## src/rtl/mem_arb_if.sv

```systemverilog
// Bus bundle for the IFU/LSU-to-memory arbiter.
// The slave modport is the arbiter's view. The master modport is the requester and memory side.
interface mem_arb_if #(
    parameter int XLEN = 64
);
    localparam int STRBW = XLEN / 8;

    // Instruction-fetch requester (read-only)
    logic             ifu_req;
    logic [XLEN-1:0]  ifu_addr;
    logic             ifu_ack;
    logic             ifu_err;
    logic [XLEN-1:0]  ifu_rdata;

    // Load/store requester
    logic             lsu_req;
    logic             lsu_we;
    logic [XLEN-1:0]  lsu_addr;
    logic [XLEN-1:0]  lsu_wdata;
    logic [STRBW-1:0] lsu_wstrb;
    logic             lsu_ack;
    logic             lsu_err;
    logic [XLEN-1:0]  lsu_rdata;

    // Shared memory port
    logic             mem_req;
    logic             mem_we;
    logic [XLEN-1:0]  mem_addr;
    logic [XLEN-1:0]  mem_wdata;
    logic [STRBW-1:0] mem_wstrb;
    logic             mem_ack;
    logic [XLEN-1:0]  mem_rdata;

    logic             owner;

    modport slave (
        input  ifu_req, ifu_addr,
        output ifu_ack, ifu_err, ifu_rdata,
        input  lsu_req, lsu_we, lsu_addr, lsu_wdata, lsu_wstrb,
        output lsu_ack, lsu_err, lsu_rdata,
        output mem_req, mem_we, mem_addr, mem_wdata, mem_wstrb,
        input  mem_ack, mem_rdata,
        output owner
    );

    modport master (
        output ifu_req, ifu_addr,
        input  ifu_ack, ifu_err, ifu_rdata,
        output lsu_req, lsu_we, lsu_addr, lsu_wdata, lsu_wstrb,
        input  lsu_ack, lsu_err, lsu_rdata,
        input  mem_req, mem_we, mem_addr, mem_wdata, mem_wstrb,
        output mem_ack, mem_rdata,
        input  owner
    );
endinterface

```

## src/rtl/mem_arb.sv

```systemverilog
// Two-port memory arbiter. The LSU has fixed priority over the IFU, and a streak counter bounds that priority.
// A per-access timeout turns a hung memory access into an error response.
module mem_arb #(
    parameter int XLEN       = 64,
    parameter int MAX_STREAK = 4,
    parameter int TIMEOUT    = 255
) (
    input  logic     clk_i,
    input  logic     reset_i,   // asynchronous, active-low
    mem_arb_if.slave bus
);
    localparam int         STRBW      = XLEN / 8;
    localparam logic [3:0] STREAK_MAX = 4'(MAX_STREAK);
    localparam logic [7:0] TMO_LAST   = 8'(TIMEOUT - 1);
    localparam bit         TMO_EN     = (TIMEOUT != 0);

    typedef enum logic [1:0] {
        S_IDLE,
        S_ISSUE,
        S_RESP
    } state_e;

    state_e           state_q;
    logic             mem_req_q;
    logic             mem_we_q;
    logic [XLEN-1:0]  mem_addr_q;
    logic [XLEN-1:0]  mem_wdata_q;
    logic [STRBW-1:0] mem_wstrb_q;
    logic             owner_q;
    logic             ifu_ack_q;
    logic             ifu_err_q;
    logic [XLEN-1:0]  ifu_rdata_q;
    logic             lsu_ack_q;
    logic             lsu_err_q;
    logic [XLEN-1:0]  lsu_rdata_q;
    logic [3:0]       streak_q;
    logic [7:0]       tmo_q;

    logic             any_req;
    logic             lsu_win;
    logic             tmo_fire;
    logic [3:0]       streak_d;
    logic [XLEN-1:0]  rdata_d;

    // NOTE: every always_comb output gets a default first, so no path can infer a latch.
    always_comb begin
        any_req  = bus.lsu_req | bus.ifu_req;
        lsu_win  = bus.lsu_req & ~(bus.ifu_req & (streak_q == STREAK_MAX));
        tmo_fire = TMO_EN && (tmo_q == TMO_LAST);
        streak_d = 4'd0;
        if (lsu_win && bus.ifu_req) begin
            streak_d = (streak_q == STREAK_MAX) ? streak_q : streak_q + 4'd1;
        end
        rdata_d = '0;
        if (bus.mem_ack && !mem_we_q) begin
            rdata_d = bus.mem_rdata;
        end
    end

    // NOTE: all state uses non-blocking assignments, so every read in this block sees the value from before the edge.
    always_ff @(posedge clk_i or negedge reset_i) begin
        if (!reset_i) begin
            state_q     <= S_IDLE;
            mem_req_q   <= 1'b0;
            mem_we_q    <= 1'b0;
            mem_addr_q  <= '0;
            mem_wdata_q <= '0;
            mem_wstrb_q <= '0;
            owner_q     <= 1'b0;
            ifu_ack_q   <= 1'b0;
            ifu_err_q   <= 1'b0;
            ifu_rdata_q <= '0;
            lsu_ack_q   <= 1'b0;
            lsu_err_q   <= 1'b0;
            lsu_rdata_q <= '0;
            streak_q    <= 4'd0;
            tmo_q       <= 8'd0;
        end else begin
            ifu_ack_q <= 1'b0;
            lsu_ack_q <= 1'b0;
            unique case (state_q)
                S_IDLE: begin
                    if (any_req) begin
                        state_q   <= S_ISSUE;
                        mem_req_q <= 1'b1;
                        owner_q   <= lsu_win;
                        streak_q  <= streak_d;
                        tmo_q     <= 8'd0;
                        if (lsu_win) begin
                            mem_we_q    <= bus.lsu_we;
                            mem_addr_q  <= bus.lsu_addr;
                            mem_wdata_q <= bus.lsu_wdata;
                            mem_wstrb_q <= bus.lsu_wstrb;
                        end else begin
                            mem_we_q    <= 1'b0;
                            mem_addr_q  <= bus.ifu_addr;
                            mem_wdata_q <= '0;
                            mem_wstrb_q <= '0;
                        end
                    end
                end
                S_ISSUE: begin
                    // A mem_ack beats a timeout that fires in the same cycle.
                    if (bus.mem_ack || tmo_fire) begin
                        state_q   <= S_RESP;
                        mem_req_q <= 1'b0;
                        if (owner_q) begin
                            lsu_ack_q   <= 1'b1;
                            lsu_err_q   <= ~bus.mem_ack;
                            lsu_rdata_q <= rdata_d;
                        end else begin
                            ifu_ack_q   <= 1'b1;
                            ifu_err_q   <= ~bus.mem_ack;
                            ifu_rdata_q <= rdata_d;
                        end
                    end else begin
                        tmo_q <= tmo_q + 8'd1;
                    end
                end
                S_RESP: begin
                    state_q <= S_IDLE;
                end
                default: begin
                    state_q <= S_IDLE;
                end
            endcase
        end
    end

    assign bus.mem_req   = mem_req_q;
    assign bus.mem_we    = mem_we_q;
    assign bus.mem_addr  = mem_addr_q;
    assign bus.mem_wdata = mem_wdata_q;
    assign bus.mem_wstrb = mem_wstrb_q;
    assign bus.owner     = owner_q;
    assign bus.ifu_ack   = ifu_ack_q;
    assign bus.ifu_err   = ifu_err_q;
    assign bus.ifu_rdata = ifu_rdata_q;
    assign bus.lsu_ack   = lsu_ack_q;
    assign bus.lsu_err   = lsu_err_q;
    assign bus.lsu_rdata = lsu_rdata_q;
endmodule

```

## src/flat_wrapper.sv

```systemverilog
// flat-port wrapper written by rule: the top's interface ports become plain ports
module mem_arb_flat 
#(
    parameter int XLEN       = 64,
    parameter int MAX_STREAK = 4,
    parameter int TIMEOUT    = 255
)
  (clk_i, reset_i, bus_ifu_req, bus_ifu_addr, bus_ifu_ack, bus_ifu_err, bus_ifu_rdata, bus_lsu_req, bus_lsu_we, bus_lsu_addr, bus_lsu_wdata, bus_lsu_wstrb, bus_lsu_ack, bus_lsu_err, bus_lsu_rdata, bus_mem_req, bus_mem_we, bus_mem_addr, bus_mem_wdata, bus_mem_wstrb, bus_mem_ack, bus_mem_rdata, bus_owner);
  mem_arb_if #(.XLEN(XLEN)) bus_i ();
  input  logic clk_i;
  input  logic reset_i;
  input wire logic [$bits(bus_i.ifu_req)-1:0] bus_ifu_req;
  input wire logic [$bits(bus_i.ifu_addr)-1:0] bus_ifu_addr;
  output wire logic [$bits(bus_i.ifu_ack)-1:0] bus_ifu_ack;
  output wire logic [$bits(bus_i.ifu_err)-1:0] bus_ifu_err;
  output wire logic [$bits(bus_i.ifu_rdata)-1:0] bus_ifu_rdata;
  input wire logic [$bits(bus_i.lsu_req)-1:0] bus_lsu_req;
  input wire logic [$bits(bus_i.lsu_we)-1:0] bus_lsu_we;
  input wire logic [$bits(bus_i.lsu_addr)-1:0] bus_lsu_addr;
  input wire logic [$bits(bus_i.lsu_wdata)-1:0] bus_lsu_wdata;
  input wire logic [$bits(bus_i.lsu_wstrb)-1:0] bus_lsu_wstrb;
  output wire logic [$bits(bus_i.lsu_ack)-1:0] bus_lsu_ack;
  output wire logic [$bits(bus_i.lsu_err)-1:0] bus_lsu_err;
  output wire logic [$bits(bus_i.lsu_rdata)-1:0] bus_lsu_rdata;
  output wire logic [$bits(bus_i.mem_req)-1:0] bus_mem_req;
  output wire logic [$bits(bus_i.mem_we)-1:0] bus_mem_we;
  output wire logic [$bits(bus_i.mem_addr)-1:0] bus_mem_addr;
  output wire logic [$bits(bus_i.mem_wdata)-1:0] bus_mem_wdata;
  output wire logic [$bits(bus_i.mem_wstrb)-1:0] bus_mem_wstrb;
  input wire logic [$bits(bus_i.mem_ack)-1:0] bus_mem_ack;
  input wire logic [$bits(bus_i.mem_rdata)-1:0] bus_mem_rdata;
  output wire logic [$bits(bus_i.owner)-1:0] bus_owner;
  assign bus_i.ifu_req = bus_ifu_req;
  assign bus_i.ifu_addr = bus_ifu_addr;
  assign bus_ifu_ack = bus_i.ifu_ack;
  assign bus_ifu_err = bus_i.ifu_err;
  assign bus_ifu_rdata = bus_i.ifu_rdata;
  assign bus_i.lsu_req = bus_lsu_req;
  assign bus_i.lsu_we = bus_lsu_we;
  assign bus_i.lsu_addr = bus_lsu_addr;
  assign bus_i.lsu_wdata = bus_lsu_wdata;
  assign bus_i.lsu_wstrb = bus_lsu_wstrb;
  assign bus_lsu_ack = bus_i.lsu_ack;
  assign bus_lsu_err = bus_i.lsu_err;
  assign bus_lsu_rdata = bus_i.lsu_rdata;
  assign bus_mem_req = bus_i.mem_req;
  assign bus_mem_we = bus_i.mem_we;
  assign bus_mem_addr = bus_i.mem_addr;
  assign bus_mem_wdata = bus_i.mem_wdata;
  assign bus_mem_wstrb = bus_i.mem_wstrb;
  assign bus_i.mem_ack = bus_mem_ack;
  assign bus_i.mem_rdata = bus_mem_rdata;
  assign bus_owner = bus_i.owner;
  mem_arb #(.XLEN(XLEN), .MAX_STREAK(MAX_STREAK), .TIMEOUT(TIMEOUT)) u_core (.clk_i(clk_i), .reset_i(reset_i), .bus(bus_i));
endmodule
```

## config.mk

```make
export PLATFORM = sky130hd
export DESIGN_NAME = mem_arb_flat
export DESIGN_NICKNAME = d
export VERILOG_FILES = /design/src/rtl/mem_arb_if.sv /design/src/rtl/mem_arb.sv /design/src/flat_wrapper.sv
export SDC_FILE = /design/constraint.sdc
export NUM_CORES = 1
export LEC_CHECK = 0
export CAP_MARGIN = 20
export CORE_AREA = 2 2 209 211
export CTS_CLUSTER_SIZE = 25
export DETAILED_ROUTE_END_ITERATION = 10
export DIE_AREA = 0 0 211 213
export PLACE_DENSITY = 0.6
export SLEW_MARGIN = 15
export SYNTH_ARGS = -nofsm -noshare
export SYNTH_HDL_FRONTEND = slang
export SYNTH_SLANG_ARGS = --single-unit
```

## constraint.sdc

```tcl
create_clock -name clk_i -period 4.65 [get_ports clk_i]
set_input_delay 0.6975 -clock clk_i [delete_from_list [all_inputs] [get_ports clk_i]]
set_output_delay 0.6975 -clock clk_i [all_outputs]
set_load 0.05 [all_outputs]
```

==> metrics.md, run 1 <==
| Metric | Value |
|---|---|
| Outcome | complete, no violations |
| Clock tree from TritonCTS | done |
| Slowest CP cell | clkdlybuf4s50_1 |
| Total GRT Usage | 15.93% |
| DRC viols | 0 |
| Sw Share | 48.14% |
| RSZ-0062 raised after global routing | no |
| Fin nets | 1695 |
| Syn Inst Count | 902 |
| Vias | 9393 |
| Initial Utilization | 25.62% |
| Root Driver | clkbuf_16 |
| Fin crit period | 2726 ps |
| H-tree levels | 1 |
| GP Congestion | 0.7958 |
| Maximum clock frequency | 0.3668 GHz |
| Clock Skews | 16.14 ps |
| Largest net degree at the start of global routing | 109 |
| Most frequent cells in the layout | 539 x clkdlybuf4s50_1, 285 x dfrtp_1, 201 x a22o_1 |
| Crit path buf inv count | 1 |
| I/O pin count | 541 |
| Type of origin of the critical path | flop |
| Max Slew Vio Count | 0 |
| DR WL/cell | 19.03 um |
| Post-DRT Antenna Nets | 0 |
| Die Wd | 211 um |
| Post-CTS resize count | 0 |
| CP endpoint kind | output port |
| P_leak | 7.631 nW |
| Synthesized area per cell | 12.13 um^2 |
| Hold Slack | 118.0 ps |
| Ant diodes | 0 |
| Hpwl dp | 27.50 mm |
| Fin crit share | 58.62% |
| Synth cell types | 37 |
| Comb pwr share | 56.6% |
| Max Cap Viol | 0 |
| Worst EP required | 3950 ps |
| CP max FO | 7 |
| Row Count | 76 |
| Slowest stage delay, CP | 930 ps |
| Reg clk slew, reported paths | 60 ps |
| Hold Buf Count CTS | 0 |
| Fillers | 4079 |
| Initial antenna violation count | 0 |
| Via density | 4.722 |
| TNS Setup | 0 ps |
| IO Port Bufs | 540 |
| Synthesized area | 10940 um^2 |
| CP top delay family | buffers and inverters |
| 1st-iter DRT viols | 742 |
| Int Pwr | 8.364 mW |
| Most common cell after layout, fill and taps aside | clkdlybuf4s50_1 |
| Die ar. | 44940 um^2 |
| Syn Nets | 1176 |
| Critical path class | flop to output port |
| Yosys reg bits | 285 |
| Yosys warns | 0 |
| Global-route wire length before repair | 56.40 mm |
| Setup Buffers After CTS | 0 |
| Register area share after synthesis | 65.20% |
| Gr ovfl total | 0 |
| P_sw | 7.764 mW |
| Vias in the first global route | 9545 |
| Drt total wl | 37.85 mm |
| Crit path arrival time | 2030 ps |
| Worst-case vdd ir drop | 0.0004653 V |
| Die Ht | 213 um |
| 1st-pass router iterations | 5 |
| Core outline area | 42700 um^2 |
| Setup violators final | 0 |
| Power density over the cells | 900.5 nW/um^2 |
| Rel. slew slack | 33.30% |
| Hold Fails Final Rpt | 0 |
| Hold Crit Class | input port to asynchronous set/reset pin |
| P&R area growth vs syn | 63.74% |
| Share of layout cells above drive strength 1 | 5.475% |
| Clk Latency, worst-skew pair | 580 ps |
| Clock power share | 15.6% |
| Critical-path cell list | clkdlybuf4s50_1 |
| Seq pwr share | 27.8% |
| TritonCTS Buffers | 31 |
| Num Clock Sinks | 285 |
| Worst Tran Pin Value | 996.9 ps |
| Max Buffers Root-to-Sink | 3 |
==> layer usage <==
layer	up-vias	global-route usage, %	wire (um)
li1	4327	-	-
met1	4591	20.42	15780
met2	416	26.01	17770
met3	59	4.957	3462
met4	0	4.347	841
met5	-	0	0
==> final cells by class <==
type / count / area, um^2 / share of cell area (%)
sequential: 285 / 7132 / 39.82
multi-input combinational: 538 / 3433 / 19.17
inverter: 7 / 26.28 / 0.1467
timing repair buffer: 558 / 5595 / 31.24
clock inverter: 9 / 137.6 / 0.7685
clock buffer: 46 / 902.1 / 5.037
tap: 546 / 683.2 / 3.814
==> path summary, 6_finish.rpt <==
| check | endpoint | slack (ps) | cells after the start | from |
|---|---|---|---|---|
| setup / recovery | bus_owner | 1920 | 1 | u_core.bus.owner$_DFFE_PN0P_ |
| hold / removal | u_core.bus.ifu_rdata[1]$_DFFE_PN0P_ | 120 | 1 | reset_i |
| setup reg to reg | u_core.bus.lsu_rdata[36]$_DFFE_PN0P_ | 2330 | 7 | u_core.tmo_q[0]$_DFFE_PN0P_ |
| hold reg to reg | u_core.bus.mem_req$_DFFE_PN0P_ | 500 | 1 | u_core.bus.mem_req$_DFFE_PN0P_ |
| max in group asynchronous | u_core.bus.lsu_rdata[36]$_DFFE_PN0P_ | 3470 | 2 | reset_i |
| min in group clk_i | u_core.bus.mem_req$_DFFE_PN0P_ | 500 | 1 | u_core.bus.mem_req$_DFFE_PN0P_ |
==> synthesized netlist by cell type <==
master / instances / area share, %
nor2_1: 67 / 2.3
o21bai_1: 1 / 0.069
and2_1: 1 / 0.057
nor3b_2: 1 / 0.11
nor2_4: 1 / 0.10
ha_1: 4 / 0.46
inv_1: 7 / 0.24
or2_2: 1 / 0.057
nor3_1: 1 / 0.046
nor3_2: 1 / 0.092
a31oi_1: 69 / 3.9
nor4_1: 1 / 0.057
or3_1: 2 / 0.11
o211ai_1: 2 / 0.14
nand3_1: 10 / 0.46
a21oi_1: 7 / 0.32
buf_6: 12 / 1.2
mux2i_1: 1 / 0.092
o22ai_1: 1 / 0.057
nand2b_1: 2 / 0.11
o21ai_0: 8 / 0.37
a21o_1: 2 / 0.14
dfrtp_1: 285 / 65
and2b_1: 1 / 0.069
o21ai_1: 2 / 0.092
nor2_2: 2 / 0.11
o21a_1: 1 / 0.069
clkbuf_1: 19 / 0.65
nand4_2: 1 / 0.11
buf_1: 8 / 0.27
nand4b_1: 1 / 0.080
buf_2: 33 / 1.5
o21ba_1: 1 / 0.092
and3_1: 2 / 0.11
nand2_1: 142 / 4.9
o311ai_0: 1 / 0.080
a22o_1: 201 / 16
==> metrics by stage <==
step                      util (%)  setup slack (ps)  total power [mW]  std cells  instance area (um^2)
after floorplan                  -              2939             10.29        902                 10940
after global placement       39.51              1711             13.62       1934                 16870
after detailed placement     39.51              1621             13.68       1934                 16870
after CTS                    41.95              1892             16.28       1989                 17910
after global routing         41.95              1838             16.84       1989                 17910
final                        41.95              1924             16.13       1989                 17910
==> sequential cells by signal, summed over array words and instances (netlist names) <==
| register | cells |
|---|---|
| u_core.bus.mem_we | 1 |
| u_core.bus.ifu_rdata | 64 |
| u_core.bus.lsu_err | 1 |
| u_core.state_q | 2 |
| u_core.bus.mem_req | 1 |
| u_core.streak_q | 4 |
| u_core.tmo_q | 8 |
| u_core.bus.mem_wdata | 64 |
| u_core.bus.lsu_ack | 1 |
| u_core.bus.ifu_ack | 1 |
| u_core.bus.owner | 1 |
| u_core.bus.mem_wstrb | 8 |
| u_core.bus.ifu_err | 1 |
| u_core.bus.mem_addr | 64 |
| u_core.bus.lsu_rdata | 64 |
==> power groups by stage <==
stage	Combinational [mW]	Clock, mW	Sequential, mW
floorplan	1.81	0	8.48
global placement	9.14	0	4.48
detailed placement	9.19	0	4.49
CTS	9.20	2.59	4.48
global route	9.52	2.69	4.63
finish	9.13	2.52	4.48
==> cell families (layout without fill, tap and decap cells) <==
family | count (synthesis) | count (layout) | share of synthesized area (%)
flip-flops | 285 | 285 | 65.20
multiplexers | 1 | 1 | 0.09152
AO/OA/AOI/OAI | 296 | 296 | 21.46
AND/OR/NAND/NOR | 237 | 237 | 8.877
adder cells (fa/ha/maj) | 4 | 4 | 0.4576
buffers and inverters | 79 | 620 | 3.912
Note: power is estimated with default switching activity, not from simulation.
==> run 2: changes to the inputs <==
--- a/config.mk
+++ b/config.mk
@@ -10,7 +10,7 @@
 export CTS_CLUSTER_SIZE = 25
 export DETAILED_ROUTE_END_ITERATION = 10
 export DIE_AREA = 0 0 211 213
-export PLACE_DENSITY = 0.6
+export PLACE_DENSITY = 0.62
 export SLEW_MARGIN = 15
 export SYNTH_ARGS = -nofsm -noshare
 export SYNTH_HDL_FRONTEND = slang
==> constraint.sdc (replaced) <==
create_clock -name clk_i -period 2.44 [get_ports clk_i]
set_input_delay 0.366 -clock clk_i [delete_from_list [all_inputs] [get_ports clk_i]]
set_output_delay 0.366 -clock clk_i [all_outputs]
set_load 0.05 [all_outputs]
==> run 2 against run 1 <==
Against the previous run:
- clock power is 98% higher
- sequential share of layout area shrank 0.68 points
- clock-buffer cell count down 2
- flip-flop and latch count unchanged
- clock skew down 0.62 ps
- global-route usage is 0.36 points higher
- non-clock buffer count rose by 18
- combinational power rose by 94%
- highest routed layer unchanged
- critical endpoint is now bus_mem_we
- critical path depth stayed put
- power is 93% higher
==> metrics.md, run 2 (synthesis gave the netlist of run 1 again) <==
| Metric | Value |
|---|---|
| Outcome | complete, no violations |
| P&R area growth vs syn | 66.58% |
| Critical path class | flop to output port |
| FF/Latch Area | 7132 um^2 |
| GP Congestion | 0.7815 |
| Vias | 9557 |
| GR Util met3 | 4.810% |
| Crit Reg-Reg Endpoint | u_core.tmo_q[4]$_DFFE_PN0P_ |
| Area of the multi-input gates | 3433 um^2 |
| Met2 Use GR | 27.62% |
| Hold Crit Class | input port to asynchronous set/reset pin |
| Clock tree from TritonCTS | done |
| Hold Fails Final Rpt | 0 |
| Worst Tran Pin Value | 663.5 ps |
| Fin crit period | 2218 ps |
| Die ar. | 44940 um^2 |
| H-tree levels | 1 |
| Area post-placement | 17110 um^2 |
| Util after Layout | 42.67% |
| Power density over the cells | 1710 nW/um^2 |
| DR WL/cell | 18.90 um |
| Instance count on the critical path | 1 |
| Most common cell after layout, fill and taps aside | clkdlybuf4s50_1 |
| CP top delay family | buffers and inverters |
| Cell count of the worst reg-to-reg path | 6 |
| Die Ht | 213 um |
| Global-route wire length before repair | 58.40 mm |
| Hpwl dp | 27.39 mm |
| Placed Cells | 1951 |
| Vias in the first global route | 10012 |
| Critical-path cell list | clkdlybuf4s50_1 |
| Fillers | 4032 |
| R2r setup slk | 530 ps |
| Clk Latency, worst-skew pair | 580 ps |
| Share of layout cells above drive strength 1 | 7.104% |
| Root Driver | clkbuf_16 |
| Initial Utilization | 25.62% |
| RSZ-0062 raised after global routing | no |
| Pwr Total | 31.16 mW |
| Ant diodes | 0 |
| TritonCTS Buffers | 31 |
| Slowest stage delay, CP | 870 ps |
| P_leak | 7.801 nW |
| Max Cap Viol | 0 |
| Crit path buf inv count | 1 |
| Num Clock Sinks | 285 |
| Crit path from | u_core.bus.mem_we$_DFFE_PN0P_ |
| Reg clk slew, reported paths | 60 ps |
| Total GRT Usage | 16.29% |
| Hold Slack | 336.2 ps |
| 1st-iter DRT viols | 649 |
| DRC viols | 0 |
| Core outline area | 42700 um^2 |
| Post-place setup slack | 275.1 ps |
| Worst-case vdd ir drop | 0.0007976 V |
| Critical R2R Launch | u_core.tmo_q[0]$_DFFE_PN0P_ |
| CP endpoint kind | output port |
| Worst EP required | 2070 ps |
| Rel. slew slack | 55.47% |
| Fin nets | 1713 |
| Slowest CP cell | clkdlybuf4s50_1 |
| Setup violators final | 0 |
| Max Slew Vio Count | 0 |
| TNS Setup | 0 ps |
| Max Buffers Root-to-Sink | 3 |
| Post-DRT Antenna Nets | 0 |
| Crit path arrival time | 1850 ps |
| IO Port Bufs | 540 |
| Most frequent cells in the layout | 538 x clkdlybuf4s50_1, 285 x dfrtp_1, 201 x a22o_1 |
| Via density | 4.755 |
| I/O pin count | 541 |
| Initial antenna violation count | 0 |
| Final worst setup slack | 221.8 ps |
| Maximum clock frequency | 0.4508 GHz |
| Fin crit share | 90.91% |
| Gr ovfl total | 0 |
| Met1 Use GR | 20.29% |
| Fin cells | 2010 |
| Die Wd | 211 um |
| CP max FO | 3 |
| Post-CTS resize count | 0 |
| Type of origin of the critical path | flop |
| Clock Skews | 15.52 ps |
| Crit path to | bus_mem_we |
| 1st-pass router iterations | 5 |
| Row Count | 76 |
| Final instance area | 18220 um^2 |
| Drt total wl | 37.99 mm |
| Top Usage Layer GRT | met2 |
| Largest net degree at the start of global routing | 65 |
[run 2: cell types whose count changed in the layout (fill, tap and decap cells not counted), sizes merged]
cell / previous run / this run
buf: 19 / 37
bufinv: 3 / 4
clkbuf: 46 / 44
clkdlybuf4s50: 539 / 538
clkinv: 4 / 8
dlygate4sd3: 0 / 1
[run 2: worst min-delay path by stage]
stage,from,endpoint,slack [ps],cells after the start
floorplan,reset_i,u_core.bus.ifu_ack$_DFF_PN0_,70,0
global placement,reset_i,u_core.bus.mem_wdata[32]$_DFFE_PN0P_,360,1
detailed placement,reset_i,u_core.bus.mem_wdata[32]$_DFFE_PN0P_,360,1
CTS,bus_ifu_addr[51],u_core.bus.mem_addr[51]$_DFFE_PN0P_,310,3
global route,bus_lsu_addr[49],u_core.bus.mem_addr[49]$_DFFE_PN0P_,340,3
finish,reset_i,u_core.bus.mem_wdata[32]$_DFFE_PN0P_,340,2
[run 2: routing by layer]
metal | vias up | wire length, um
met1 | 4717 | 15420
li1 | 4366 | -
met5 | - | 0
met2 | 431 | 18590
met3 | 43 | 3281
met4 | 0 | 698
[run 2: final cells by class]
class,instances,area share (%)
Timing Repair Buffer,576,32.07
Multi-Input combinational cell,538,18.84
Sequential cell,285,39.14
Clock inverter,14,1.030
Tap cell,546,3.749
Clock buffer,44,5.020
Inverter,7,0.1442
[run 2: report_power, final]
group / switching, mW / internal (mW)
Clock: 1.95 / 3.03
Combinational: 11.5 / 6.22
Sequential: 1.42 / 7.05
Total: 14.9 / 16.3
[run 2: repair_timing]
| action | in CTS | in global routing |
|---|---|---|
| hold buffers | 1 | 0 |
| buffers inserted | 0 | 0 |
| hold endpoints to repair | 50 | 0 |
| setup endpoints to repair | 0 | 0 |
==> run 3: changes to the inputs <==
--- a/config.mk
+++ b/config.mk
@@ -11,6 +11,8 @@
 export DETAILED_ROUTE_END_ITERATION = 10
 export DIE_AREA = 0 0 211 213
 export PLACE_DENSITY = 0.62
+export REMOVE_ABC_BUFFERS = 1
+export SETUP_SLACK_MARGIN = 0.3
 export SLEW_MARGIN = 15
 export SYNTH_ARGS = -nofsm -noshare
 export SYNTH_HDL_FRONTEND = slang
==> run 3 against run 2 <==
Against the previous run:
- power down 0.54%
- flip-flop and latch count unchanged
- die area unchanged
- non-clock buffer count is 7 lower
- combinational power about the same
- clock-buffer cell count up 8
- fmax rose by 6.4%
==> metrics.md, run 3 (synthesis gave the netlist of run 1 again) <==
| Metric | Value |
|---|---|
| Initial Utilization | 25.62% |
| Post-DRT Antenna Nets | 0 |
| Outcome | complete, no violations |
| Critical path class | flop to output port |
| Seq pwr share | 27.3% |
| Maximum clock frequency | 0.4797 GHz |
| RSZ-0062 raised after global routing | no |
| Fin nets | 1710 |
| Worst-case vdd ir drop | 0.0009062 V |
| Die Ht | 213 um |
| Global-route wire length before repair | 58.41 mm |
| Critical-path cell list | clkdlybuf4s50_1 |
| Sw Share | 48.04% |
| CP max FO | 2 |
| Type of origin of the critical path | flop |
| 1st-pass router iterations | 5 |
| Slowest CP cell | clkdlybuf4s50_1 |
| Max Slew Vio Count | 0 |
| Die ar. | 44940 um^2 |
| H-tree levels | 2 |
| Row Count | 76 |
| Worst Tran Pin Value | 701.2 ps |
| Int Pwr | 16.10 mW |
| Max Buffers Root-to-Sink | 3 |
| Ant diodes | 0 |
| Die Wd | 211 um |
| Vias in the first global route | 9898 |
| GP Congestion | 0.8247 |
| Hold Fails Final Rpt | 0 |
| Share of layout cells above drive strength 1 | 6.507% |
| TNS Setup | 0 ps |
| Via density | 4.774 |
| Gr ovfl total | 0 |
| IO Port Bufs | 540 |
| Fin crit share | 85.43% |
| DR WL/cell | 19.21 um |
| P_sw | 14.89 mW |
| Crit path arrival time | 1720 ps |
| Clk Latency, worst-skew pair | 530 ps |
| Rel. slew slack | 52.94% |
| Root Driver | clkbuf_16 |
| Clock power share | 16.4% |
| Critical R2R Launch | u_core.tmo_q[0]$_DFFE_PN0P_ |
| Most frequent cells in the layout | 476 x clkdlybuf4s50_1, 285 x dfrtp_1, 201 x a22o_1 |
| CP endpoint kind | output port |
| Num Clock Sinks | 285 |
| Setup Buffers After CTS | 0 |
| Comb pwr share | 56.3% |
| Largest net degree at the start of global routing | 77 |
| I/O pin count | 541 |
| Power density over the cells | 1696 nW/um^2 |
| Reg clk slew, reported paths | 60 ps |
| Worst EP required | 2070 ps |
| TritonCTS Buffers | 35 |
| Vias | 9576 |
| Pwr Total | 30.99 mW |
| Setup violators final | 0 |
| Max Cap Viol | 0 |
| P_leak | 8.257 nW |
| Fin crit period | 2085 ps |
| CP top delay family | buffers and inverters |
| Clock Skews | 14.79 ps |
| Total GRT Usage | 16.67% |
| Crit path from | u_core.bus.mem_addr[23]$_DFFE_PN0P_ |
| 1st-iter DRT viols | 662 |
| Most common cell after layout, fill and taps aside | clkdlybuf4s50_1 |
| P&R area growth vs syn | 67.08% |
| Initial antenna violation count | 0 |
| Fillers | 4043 |
| Drt total wl | 38.54 mm |
| Clock tree from TritonCTS | done |
| Slowest stage delay, CP | 830 ps |
| Util after Layout | 42.80% |
| Hold Crit Class | input port to asynchronous set/reset pin |
| DRC viols | 0 |
| Core outline area | 42700 um^2 |
| Hpwl dp | 27.30 mm |
| Crit path buf inv count | 1 |
[run 3: changes by cell type in the layout (fill, tap and decap cells not counted), moves of 2 or more]
cell,delta
buf_12,+2
clkbuf_16,+5
dlygate4sd2_1,+29
bufinv_16,-3
buf_4,-10
clkinv_4,+2
clkbuf_1,+4
clkinv_2,-4
clkdlybuf4s50_1,-62
dlymetal6s2s_1,+34
[run 3: power groups by stage]
stage,combinational (mW),clock (mW),sequential (mW)
finish,17.4,5.08,8.46
global route,18.2,5.44,8.75
CTS,17.6,5.25,8.49
detailed placement,17.7,0,8.50
global placement,17.6,0,8.47
floorplan,3.27,0,16.2
[run 3: path summary, 6_finish.rpt]
path / cells past startpoint / end / slack, ps
min in group clk_i: 3 / u_core.bus.mem_addr[13]$_DFFE_PN0P_ / 390
worst min-delay path: 2 / u_core.bus.lsu_rdata[11]$_DFFE_PN0P_ / 390
worst max-delay path: 1 / bus_mem_addr[23] / 360
worst min register to register: 1 / u_core.bus.mem_req$_DFFE_PN0P_ / 470
max in group asynchronous: 3 / u_core.bus.ifu_rdata[26]$_DFFE_PN0P_ / 1340
worst max register to register: 6 / u_core.tmo_q[4]$_DFFE_PN0P_ / 510
[run 3: layout make-up]
class / instances / area [um^2] / area share, %
timing repair buffer: 569 / 5867 / 32.10
clock buffer: 52 / 1041 / 5.696
multi-input combinational: 538 / 3433 / 18.79
clock inverter: 9 / 92.59 / 0.5066
sequential: 285 / 7132 / 39.03
inverter: 7 / 26.28 / 0.1438
tap: 546 / 683.2 / 3.738
[run 3: routing by layer]
metal  routed length [um]  share of wire [%]  global-route usage, %  vias up
met3                 3497                9.1                  5.633       56
met2                18210                 47                  26.67      432
met1                15750                 41                  20.77     4728
met5                    0                  0                      0        -
met4                 1078                2.8                  6.557        0
li1                     -                  -                      -     4360
[run 3: worst register-to-register path, cell delays in order, from the launching register on]
cell,delay (ps)
dfrtp_1,430
inv_1,80
ha_1,140
nand3_1,130
o21ai_1,590
nand2_1,230
a31oi_1,240
[run 3: repair_timing]
action                                  in CTS  in global routing
resized for setup                           29                 34
hold buffers                                 1                  0
endpoints found under the hold margin       46                  0
endpoints found under the setup margin      29                 34
[run 3: metrics by stage]
| step | cell area, um^2 | hold slack, ps | setup slack, ps | cells |
|---|---|---|---|---|
| floorplan | 10540 | 70.41 | -3224 | 830 |
| global placement | 17080 | 338.7 | 367.7 | 1944 |
| detailed placement | 17080 | 342.8 | 286.5 | 1944 |
| CTS | 18190 | 348.9 | 301.3 | 2006 |
| global route | 18280 | 367.9 | 300.6 | 2006 |
| finish | 18280 | 386.2 | 355.5 | 2006 |
